### config.mk
export PLATFORM = sky130hd
export DESIGN_NAME = secded_updown_counter_flat
export DESIGN_NICKNAME = d
export VERILOG_FILES = /design/src/rtl/secded_updown_counter_if.sv /design/src/rtl/secded_updown_counter.sv /design/src/flat_wrapper.sv
export SDC_FILE = /design/constraint.sdc
export NUM_CORES = 1
export LEC_CHECK = 0
export CORE_MARGIN = 5
export CORE_UTILIZATION = 45
export DETAILED_ROUTE_END_ITERATION = 10
export DONT_BUFFER_PORTS = 1
export PLACE_DENSITY = 0.74
export SETUP_SLACK_MARGIN = 0.3
export SLEW_MARGIN = 20
export SYNTH_ARGS = -nofsm -noshare
export SYNTH_HDL_FRONTEND = slang
export SYNTH_SLANG_ARGS = --single-unit
### constraint.sdc
create_clock -name clock -period 3.3 [get_ports clock]
set_input_delay 0.165 -clock clock [delete_from_list [all_inputs] [get_ports clock]]
set_output_delay 0.165 -clock clock [all_outputs]
set_load 0.01 [all_outputs]
### src/rtl/secded_updown_counter_if.sv
// Bus for secded_updown_counter: control/load/fault-injection inputs and the
// corrected count, error flags and error statistics outputs.
//   master : drives enable, updown, load, load_value, inject_en, inject_mask
//   slave  : drives count, single_err, double_err, err_syndrome, fault, wrap,
//            corr_count, uncorr_count
interface secded_updown_counter_if #(
    parameter int DATA_W   = 3,
    parameter int ERRCNT_W = 8
);
    // Smallest P with 2^P >= DATA_W+P+1
    function automatic int calc_p(input int dw);
        int p;
        p = 1;
        for (int k = 0; k < 16; k++)
            if ((1 << p) < dw + p + 1) p = p + 1;
        return p;
    endfunction

    localparam int P  = calc_p(DATA_W);
    localparam int CW = DATA_W + P + 1;

    logic                enable;
    logic                updown;
    logic                load;
    logic [DATA_W-1:0]   load_value;
    logic                inject_en;
    logic [CW-1:0]       inject_mask;
    logic [DATA_W-1:0]   count;
    logic                single_err;
    logic                double_err;
    logic [P-1:0]        err_syndrome;
    logic                fault;
    logic                wrap;
    logic [ERRCNT_W-1:0] corr_count;
    logic [ERRCNT_W-1:0] uncorr_count;

    modport master (
        output enable, updown, load, load_value, inject_en, inject_mask,
        input  count, single_err, double_err, err_syndrome, fault, wrap,
               corr_count, uncorr_count
    );

    modport slave (
        input  enable, updown, load, load_value, inject_en, inject_mask,
        output count, single_err, double_err, err_syndrome, fault, wrap,
               corr_count, uncorr_count
    );
endinterface

### src/rtl/secded_updown_counter.sv
// Fault-tolerant modulo-2^DATA_W up/down counter. State is kept as an
// extended-Hamming (SECDED) codeword that is decoded, corrected and
// re-encoded every cycle, so single upsets are scrubbed; a double error
// freezes the counter until a load.
// Ports:
//   clock : rising-edge clock
//   reset : asynchronous active-high reset, clears all state
//   bus   : secded_updown_counter_if slave (controls in, count/flags/stats out)
module secded_updown_counter #(
    parameter int DATA_W   = 3,
    parameter int ERRCNT_W = 8
) (
    input  logic clock,
    input  logic reset,
    secded_updown_counter_if.slave bus
);
    function automatic int calc_p(input int dw);
        int p;
        p = 1;
        for (int k = 0; k < 16; k++)
            if ((1 << p) < dw + p + 1) p = p + 1;
        return p;
    endfunction

    localparam int P  = calc_p(DATA_W);
    localparam int CW = DATA_W + P + 1;

    // Data fills the non-power-of-two positions 1..CW-1, LSB first
    function automatic logic [CW-1:0] encode(input logic [DATA_W-1:0] d);
        logic [CW-1:0] w;
        int di;
        w  = '0;
        di = 0;
        for (int i = 1; i < CW; i++) begin
            if ((i & (i - 1)) != 0) begin
                w[i] = d[di];
                di   = di + 1;
            end
        end
        for (int k = 0; k < P; k++)
            for (int i = 1; i < CW; i++)
                if ((((i >> k) & 1) == 1) && (i != (1 << k)))
                    w[1 << k] = w[1 << k] ^ w[i];
        w[0] = ^w[CW-1:1];
        return w;
    endfunction

    function automatic logic [DATA_W-1:0] extract(input logic [CW-1:0] w);
        logic [DATA_W-1:0] d;
        int di;
        d  = '0;
        di = 0;
        for (int i = 1; i < CW; i++) begin
            if ((i & (i - 1)) != 0) begin
                d[di] = w[i];
                di    = di + 1;
            end
        end
        return d;
    endfunction

    logic [CW-1:0]       r_word;
    logic                r_fault;
    logic                r_wrap;
    logic [ERRCNT_W-1:0] r_corr;
    logic [ERRCNT_W-1:0] r_uncorr;

    logic [P-1:0]        w_syn;
    logic                w_op;
    logic                w_single;
    logic                w_double;
    logic [CW-1:0]       w_fixed;
    logic [DATA_W-1:0]   w_count;
    logic [CW-1:0]       w_mask;

    always_comb begin
        w_syn = '0;
        for (int i = 1; i < CW; i++)
            if (r_word[i]) w_syn = w_syn ^ P'(i);
        w_op     = ^r_word;
        w_single = w_op && (int'(w_syn) <= CW - 1);
        w_double = (!w_op && (w_syn != '0)) || (w_op && (int'(w_syn) > CW - 1));
        // syn==0 with odd parity points at the overall parity bit itself
        w_fixed  = r_word;
        for (int i = 0; i < CW; i++)
            if (w_single && (int'(w_syn) == i)) w_fixed[i] = ~r_word[i];
        // On a double error w_fixed equals r_word, so count is the raw data
        w_count  = extract(w_fixed);
        w_mask   = bus.inject_en ? bus.inject_mask : '0;
    end

    always_ff @(posedge clock or posedge reset) begin
        if (reset) begin
            r_word   <= '0;
            r_fault  <= 1'b0;
            r_wrap   <= 1'b0;
            r_corr   <= '0;
            r_uncorr <= '0;
        end else begin
            if (w_single && !(&r_corr))   r_corr   <= r_corr + ERRCNT_W'(1);
            if (w_double && !(&r_uncorr)) r_uncorr <= r_uncorr + ERRCNT_W'(1);

            if (bus.load) begin
                r_word  <= encode(bus.load_value) ^ w_mask;
                r_fault <= 1'b0;
                r_wrap  <= 1'b0;
            end else if (r_fault || w_double) begin
                // Frozen: no scrub, no injection
                r_fault <= 1'b1;
                r_wrap  <= 1'b0;
            end else if (bus.enable) begin
                if (bus.updown) begin
                    r_word <= encode(w_count + DATA_W'(1)) ^ w_mask;
                    r_wrap <= &w_count;
                end else begin
                    r_word <= encode(w_count - DATA_W'(1)) ^ w_mask;
                    r_wrap <= (w_count == '0);
                end
            end else begin
                r_word <= encode(w_count) ^ w_mask;
                r_wrap <= 1'b0;
            end
        end
    end

    assign bus.count        = w_count;
    assign bus.single_err   = w_single;
    assign bus.double_err   = w_double;
    assign bus.err_syndrome = w_syn;
    assign bus.fault        = r_fault;
    assign bus.wrap         = r_wrap;
    assign bus.corr_count   = r_corr;
    assign bus.uncorr_count = r_uncorr;
endmodule

### src/flat_wrapper.sv
// flat-port wrapper written by rule: the top's interface ports become plain ports
module secded_updown_counter_flat 
#(
    parameter int DATA_W   = 3,
    parameter int ERRCNT_W = 8
)
  (clock, reset, bus_enable, bus_updown, bus_load, bus_load_value, bus_inject_en, bus_inject_mask, bus_count, bus_single_err, bus_double_err, bus_err_syndrome, bus_fault, bus_wrap, bus_corr_count, bus_uncorr_count);
  secded_updown_counter_if #(.DATA_W(DATA_W), .ERRCNT_W(ERRCNT_W)) bus_i ();
  input  logic clock;
  input  logic reset;
  input wire logic [$bits(bus_i.enable)-1:0] bus_enable;
  input wire logic [$bits(bus_i.updown)-1:0] bus_updown;
  input wire logic [$bits(bus_i.load)-1:0] bus_load;
  input wire logic [$bits(bus_i.load_value)-1:0] bus_load_value;
  input wire logic [$bits(bus_i.inject_en)-1:0] bus_inject_en;
  input wire logic [$bits(bus_i.inject_mask)-1:0] bus_inject_mask;
  output wire logic [$bits(bus_i.count)-1:0] bus_count;
  output wire logic [$bits(bus_i.single_err)-1:0] bus_single_err;
  output wire logic [$bits(bus_i.double_err)-1:0] bus_double_err;
  output wire logic [$bits(bus_i.err_syndrome)-1:0] bus_err_syndrome;
  output wire logic [$bits(bus_i.fault)-1:0] bus_fault;
  output wire logic [$bits(bus_i.wrap)-1:0] bus_wrap;
  output wire logic [$bits(bus_i.corr_count)-1:0] bus_corr_count;
  output wire logic [$bits(bus_i.uncorr_count)-1:0] bus_uncorr_count;
  assign bus_i.enable = bus_enable;
  assign bus_i.updown = bus_updown;
  assign bus_i.load = bus_load;
  assign bus_i.load_value = bus_load_value;
  assign bus_i.inject_en = bus_inject_en;
  assign bus_i.inject_mask = bus_inject_mask;
  assign bus_count = bus_i.count;
  assign bus_single_err = bus_i.single_err;
  assign bus_double_err = bus_i.double_err;
  assign bus_err_syndrome = bus_i.err_syndrome;
  assign bus_fault = bus_i.fault;
  assign bus_wrap = bus_i.wrap;
  assign bus_corr_count = bus_i.corr_count;
  assign bus_uncorr_count = bus_i.uncorr_count;
  secded_updown_counter #(.DATA_W(DATA_W), .ERRCNT_W(ERRCNT_W)) u_core (.clock(clock), .reset(reset), .bus(bus_i));
endmodule
## After elaboration in Yosys (flattened, before gate mapping)

Cells that the tools add are included.
W data, S select, Z words.

| storage, ports and cells | value |
|---|---|
| logic and storage cells | 239 |
| memories kept | 0 |
| bits in latches | 0 |
| memory bits (read-only) | 0 |
| output and inout port bits | 26 |
| bits in registers | 25 |
| memory bits (writable) | 0 |

| operators by class | value |
|---|---|
| div/mod/pow operators | 0 |
| equality and inequality tests | 4 |
| $lt $le $gt $ge | 10 |
| reductions and logical operators | 24 |
| shift-type cells | 0 |
| bitwise logic cells | 24 |
| muxes and demuxes | 164 |
| multiply operators | 0 |
| add/subtract/negate cells | 8 |

Operator list:

| operator | number |
|---|---|
| $mux W32 | 24 |
| $lt A32 B4 Y1 const B | 8 |
| $add A32 B2 Y32 const B | 4 |
| $mux W1 | 122 |
| $mux W7 | 5 |
| $xor A7 B7 Y7 | 4 |
| $reduce_xor A6 Y1 | 4 |
| $add A8 B1 Y8 const B | 2 |
| $bmux W1 S2 | 8 |
| $reduce_and A8 Y1 | 2 |
| $xor A1 B1 Y1 | 12 |
| $mux W3 | 3 |
| $logic_and A1 B1 Y1 | 8 |
| $reduce_xor A7 Y1 | 1 |
| $eq A3 B3 Y1 const B | 2 |
| $not A2 Y2 | 3 |
| $mux W2 | 2 |
| $add A3 B1 Y3 const B | 1 |
| $eq A3 B2 Y1 const B | 1 |
| $gt A3 B3 Y1 const B | 1 |
| $le A3 B3 Y1 const B | 1 |
| $logic_not A1 Y1 | 3 |
| $logic_not A3 Y1 | 1 |
| $not A1 Y1 | 3 |
| 7 further kinds | 9 |

## Depth between registers and ports, before layout

| depth | value |
|---|---|
| depth after elaboration | 38 |
| mapped depth | 14 |

## Least setup slack after synthesis

OpenSTA, ideal clock, no wires.

| path | value |
|---|---|
| kind | register -> register |
| start point | reg u_core.r_word[1] |
| end point | reg u_core.r_word[4] |
| cell stages (with the launch flop) | 15 |
| buffers on the path | 2 |
| data arrival time | 3.000 ns |
| slack | 0.175 ns |
| cells stage by stage | dfrtp_1 xnor2_1 buf_6 or3_1 o21a_1 a211oi_4 buf_6 inv_1 ha_1 ha_1 xor2_1 a221oi_1 a211oi_1 mux2i_1 a211oi_2 |

| between the ends | value |
|---|---|
| word-level cells in the longest chain between the ends | 34 |

Ends and longest elaborated chain:

| element | RTL line | RTL |
|---|---|---|
| start: declaration | secded_updown_counter.sv:62 | `logic [CW-1:0] r_word;` |
| start signal: assignment | secded_updown_counter.sv:104 | `r_word <= encode(bus.load_value) ^ w_mask;` |
| start signal: assignment | secded_updown_counter.sv:113 | `r_word <= encode(w_count + DATA_W'(1)) ^ w_mask;` |
| start signal: assignment | secded_updown_counter.sv:116 | `r_word <= encode(w_count - DATA_W'(1)) ^ w_mask;` |
| $mux W1 | secded_updown_counter.sv:79 | `if (r_word[i]) w_syn = w_syn ^ P'(i);` |
| $mux W2 | secded_updown_counter.sv:79 |  |
| $not A2 Y2 (no line) | -- |  |
| $mux W2 | secded_updown_counter.sv:79 |  |
| $mux W3 | secded_updown_counter.sv:79 |  |
| $not A2 Y2 (no line) | -- |  |
| $mux W3 (2 in series) | secded_updown_counter.sv:79 |  |
| $le A3 B3 Y1 | secded_updown_counter.sv:81 | `w_single = w_op && (int'(w_syn) <= CW - 1);` |
| [... 17 more ...] | -- |  |
| $mux W1 | secded_updown_counter.sv:111 | `end else if (bus.enable) begin` |
| $mux W1 | secded_updown_counter.sv:107 | `end else if (r_fault \|\| w_double) begin` |
| $mux W1 | secded_updown_counter.sv:103 | `if (bus.load) begin` |
| $xor A7 B7 Y7 (on tied branches) | secded_updown_counter.sv:116, secded_updown_counter.sv:113 |  |
| $mux W7 | secded_updown_counter.sv:112 | `if (bus.updown) begin` |
| $mux W7 | secded_updown_counter.sv:111 |  |
| $mux W7 | secded_updown_counter.sv:107 |  |
| $mux W7 | secded_updown_counter.sv:103 |  |

Several ways; a longest one is shown, not always the timed one. The select of a mux whose other input is x is not followed.
A chain may end at the register's enable or synchronous reset.

## Worst setup path after layout

Ends and elaborated chain as after synthesis.

==> out/qor.yml <==
synth_edf_count: 0
seqCellArea_sq_um: 628
coreArea_sq_um: 4750
hold_class: "in -> reg"
cp_max_fo: 5
die_w_um: 80.4
synthCells: 261
drt_iter0_drc: 155
synth_seq_cells: 25
ys_types: 55
avgSynthCellArea_sq_um: 8.54
first_global_vias: 1854
worstSkewPairLatency_ns: 0.26
final_net_count: 288
arrival_ns: 3.05
die_h_um: 80.4
relSlewSlack_pct: 39.8
vias: 1939
fin_setup_tns_ns: 0
async_flop_share_pct: 100
drt_wl_total_um: 5560
firstDrtPassIters: 6
avgViaCountPerCell: 5.81
clock-sinks: 25
syn_area_sq_um: 2230
cp.required_ns: 3.46
synth_fp_nets: 281
initial_core_util_pct: 46.9
drcViolationCount: 0
timing_worst_setup_path_type: "reg -> reg"
layout_commonest_cell: "dfrtp_1"
cp-start-kind: "register"
crit_chain: "xnor2_2 -> or3_1 -> o21a_1 -> a211oi_4 -> inv_2 -> ha_4 -> ha_4 -> xor2_4 -> a221oi_2 -> a211oi_2 -> mux2i_1 -> a211oi_2"
worstSetupEndpointType: "register"
ant_nets: 0
final_hold_viol_count: 0
ys.flop_type: "dfrtp_1"
clock_path_buffers: 2
antenna_found_initial: 0
crit_buf_inv: 1
cts.clk_slew.worst_paths_ns: 0.08
setup_viol: 0
wire_per_inst_um: 16.6
io_pins: 42
period_share_pct: 87.6
slew_violations: 0
rows: 25
fp.dieArea_sq_um: 6460
grt_use_total_pct: 16.8
syn_to_final_growth_pct: 12.2
final.fill_count: 450
drive_above_1_share_pct: 17.2
maxClockFrequency_mhz: 346
port_buffers: 0
grt_first_pass_wirelength_um: 8630
dpl.hpwl_um: 4050
ys_warn_count: 0
path_delay_family: "compound AO/OA/AOI/OAI gates"
rsz0062_at_grt: "no"
gr-total-overflow: 0
root_buffer: "clkbuf_8"
multiInputGateArea_sq_um: 1570
gp_congestion: 0.887
slowest_stage: "dfrtp_1"
synth.yosys.seq_area_share_pct: 28.1
final_cell_mix: "dfrtp_1, xnor2_1, nand2_1"
num_antenna_cells: 0
status: "finished clean"
grt_max_degree: 26
min_period_ns: 2.89
cts_tree: "done"
maxCapViolCount: 0
slowest_delay_ns: 0.44
cts_buffers: 3
clock_skew_ns: 0.00213
htree_levels: 1
worst_pin_slew_ns: 0.898
routing by layer:
layer | vias up | GRT usage (%) | share of wire, %
met4 | 0 | 5.07 | 1.9
met5 | - | 0 | 0
met3 | 10 | 3.81 | 5.1
li1 | 954 | - | -
met2 | 53 | 28.4 | 49
met1 | 922 | 21.1 | 44
cell type report:
type	instances	share of cell area (%)
Timing Repair Buffer	18	5.50
Sequential cell	25	25.1
Multi-Input combinational cell	209	62.6
Clock buffer	4	1.80
Inverter	11	1.65
Tap cell	67	3.35
sequential cells by signal, indices dropped and copies added, names as in the netlist:
signal,flops
u_core.bus.corr_count,8
u_core.bus.uncorr_count,8
u_core.bus.fault,1
u_core.bus.wrap,1
u_core.r_word,7
worst paths after layout:
check                                          from                       end  slack [ns]  cells after the start
max                                u_core.r_word[1]          u_core.r_word[4]        0.41                     12
min                                   bus_inject_en          u_core.r_word[1]        0.12                      2
max reg2reg                        u_core.r_word[1]          u_core.r_word[4]        0.41                     12
min reg2reg                u_core.bus.corr_count[5]  u_core.bus.corr_count[5]        0.55                      1
max in group asynchronous                     reset          u_core.r_word[3]        2.41                      2
min in group asynchronous                     reset  u_core.bus.corr_count[1]        0.44                      2
stage by stage:
stage | hold WS [ns] | cells | area, sq um | worst slack, ns | utilization, %
global placement | 0.308 | 324 | 2320 | 0.342 | 48.9
floorplan | 0.192 | 261 | 2250 | 0.310 | -
finish | 0.124 | 334 | 2500 | 0.408 | 52.6
CTS | 0.0229 | 328 | 2390 | 0.310 | 50.3
global route | 0.140 | 334 | 2500 | 0.253 | 52.6
detailed placement | 0.317 | 324 | 2320 | 0.252 | 48.9
synth_stat cells (all sizes together), types with 2 or more instances:
master | number | area share, %
o21a | 3 | 1.1
buf | 12 | 3.9
ha | 4 | 2.2
nand2 | 21 | 3.6
xnor2 | 24 | 9.8
a221oi | 2 | 0.79
nor2 | 17 | 2.9
a32oi | 3 | 1.5
o211ai | 5 | 1.7
and2 | 5 | 1.4
nor4bb | 6 | 2.7
nand4 | 8 | 2.2
o22ai | 2 | 0.56
clkbuf | 5 | 0.84
a211o | 2 | 0.84
mux2i | 4 | 1.8
a21oi | 7 | 1.6
and3 | 8 | 2.2
nand3 | 18 | 4.0
mux2 | 2 | 1.0
a31oi | 2 | 0.56
o21ai | 9 | 2.0
and4 | 2 | 0.79
a211oi | 4 | 2.1
inv | 11 | 1.9
nor4b | 2 | 0.79
or3 | 6 | 1.7
xor2 | 17 | 6.7
nor2b | 3 | 0.84
o221ai | 2 | 1.1
dfrtp | 25 | 28
nor3 | 10 | 2.2
kinds of logic after synthesis:
group           after synthesis  share of synthesized area [%]
compound gates               49                           17.0
xor+xnor                     42                           17.5
fa+ha+maj                     4                           2.24
buf+inv                      28                           6.62
flops                        25                           28.1
mux                           6                           2.81
simple gates                107                           25.8
what timing repair did:
action	4_1_cts	5_1_grt
pin swaps	0	5
hold endpoints to repair	0	25
endpoints found under the setup margin	2	2
buffers inserted	0	4
gates cloned	0	1
hold buffers	0	1
resized for setup	3	11
Power is left out: the tool's default activity adds up to more than one toggle a clock period on the data nets, which glitch-free logic cannot reach.
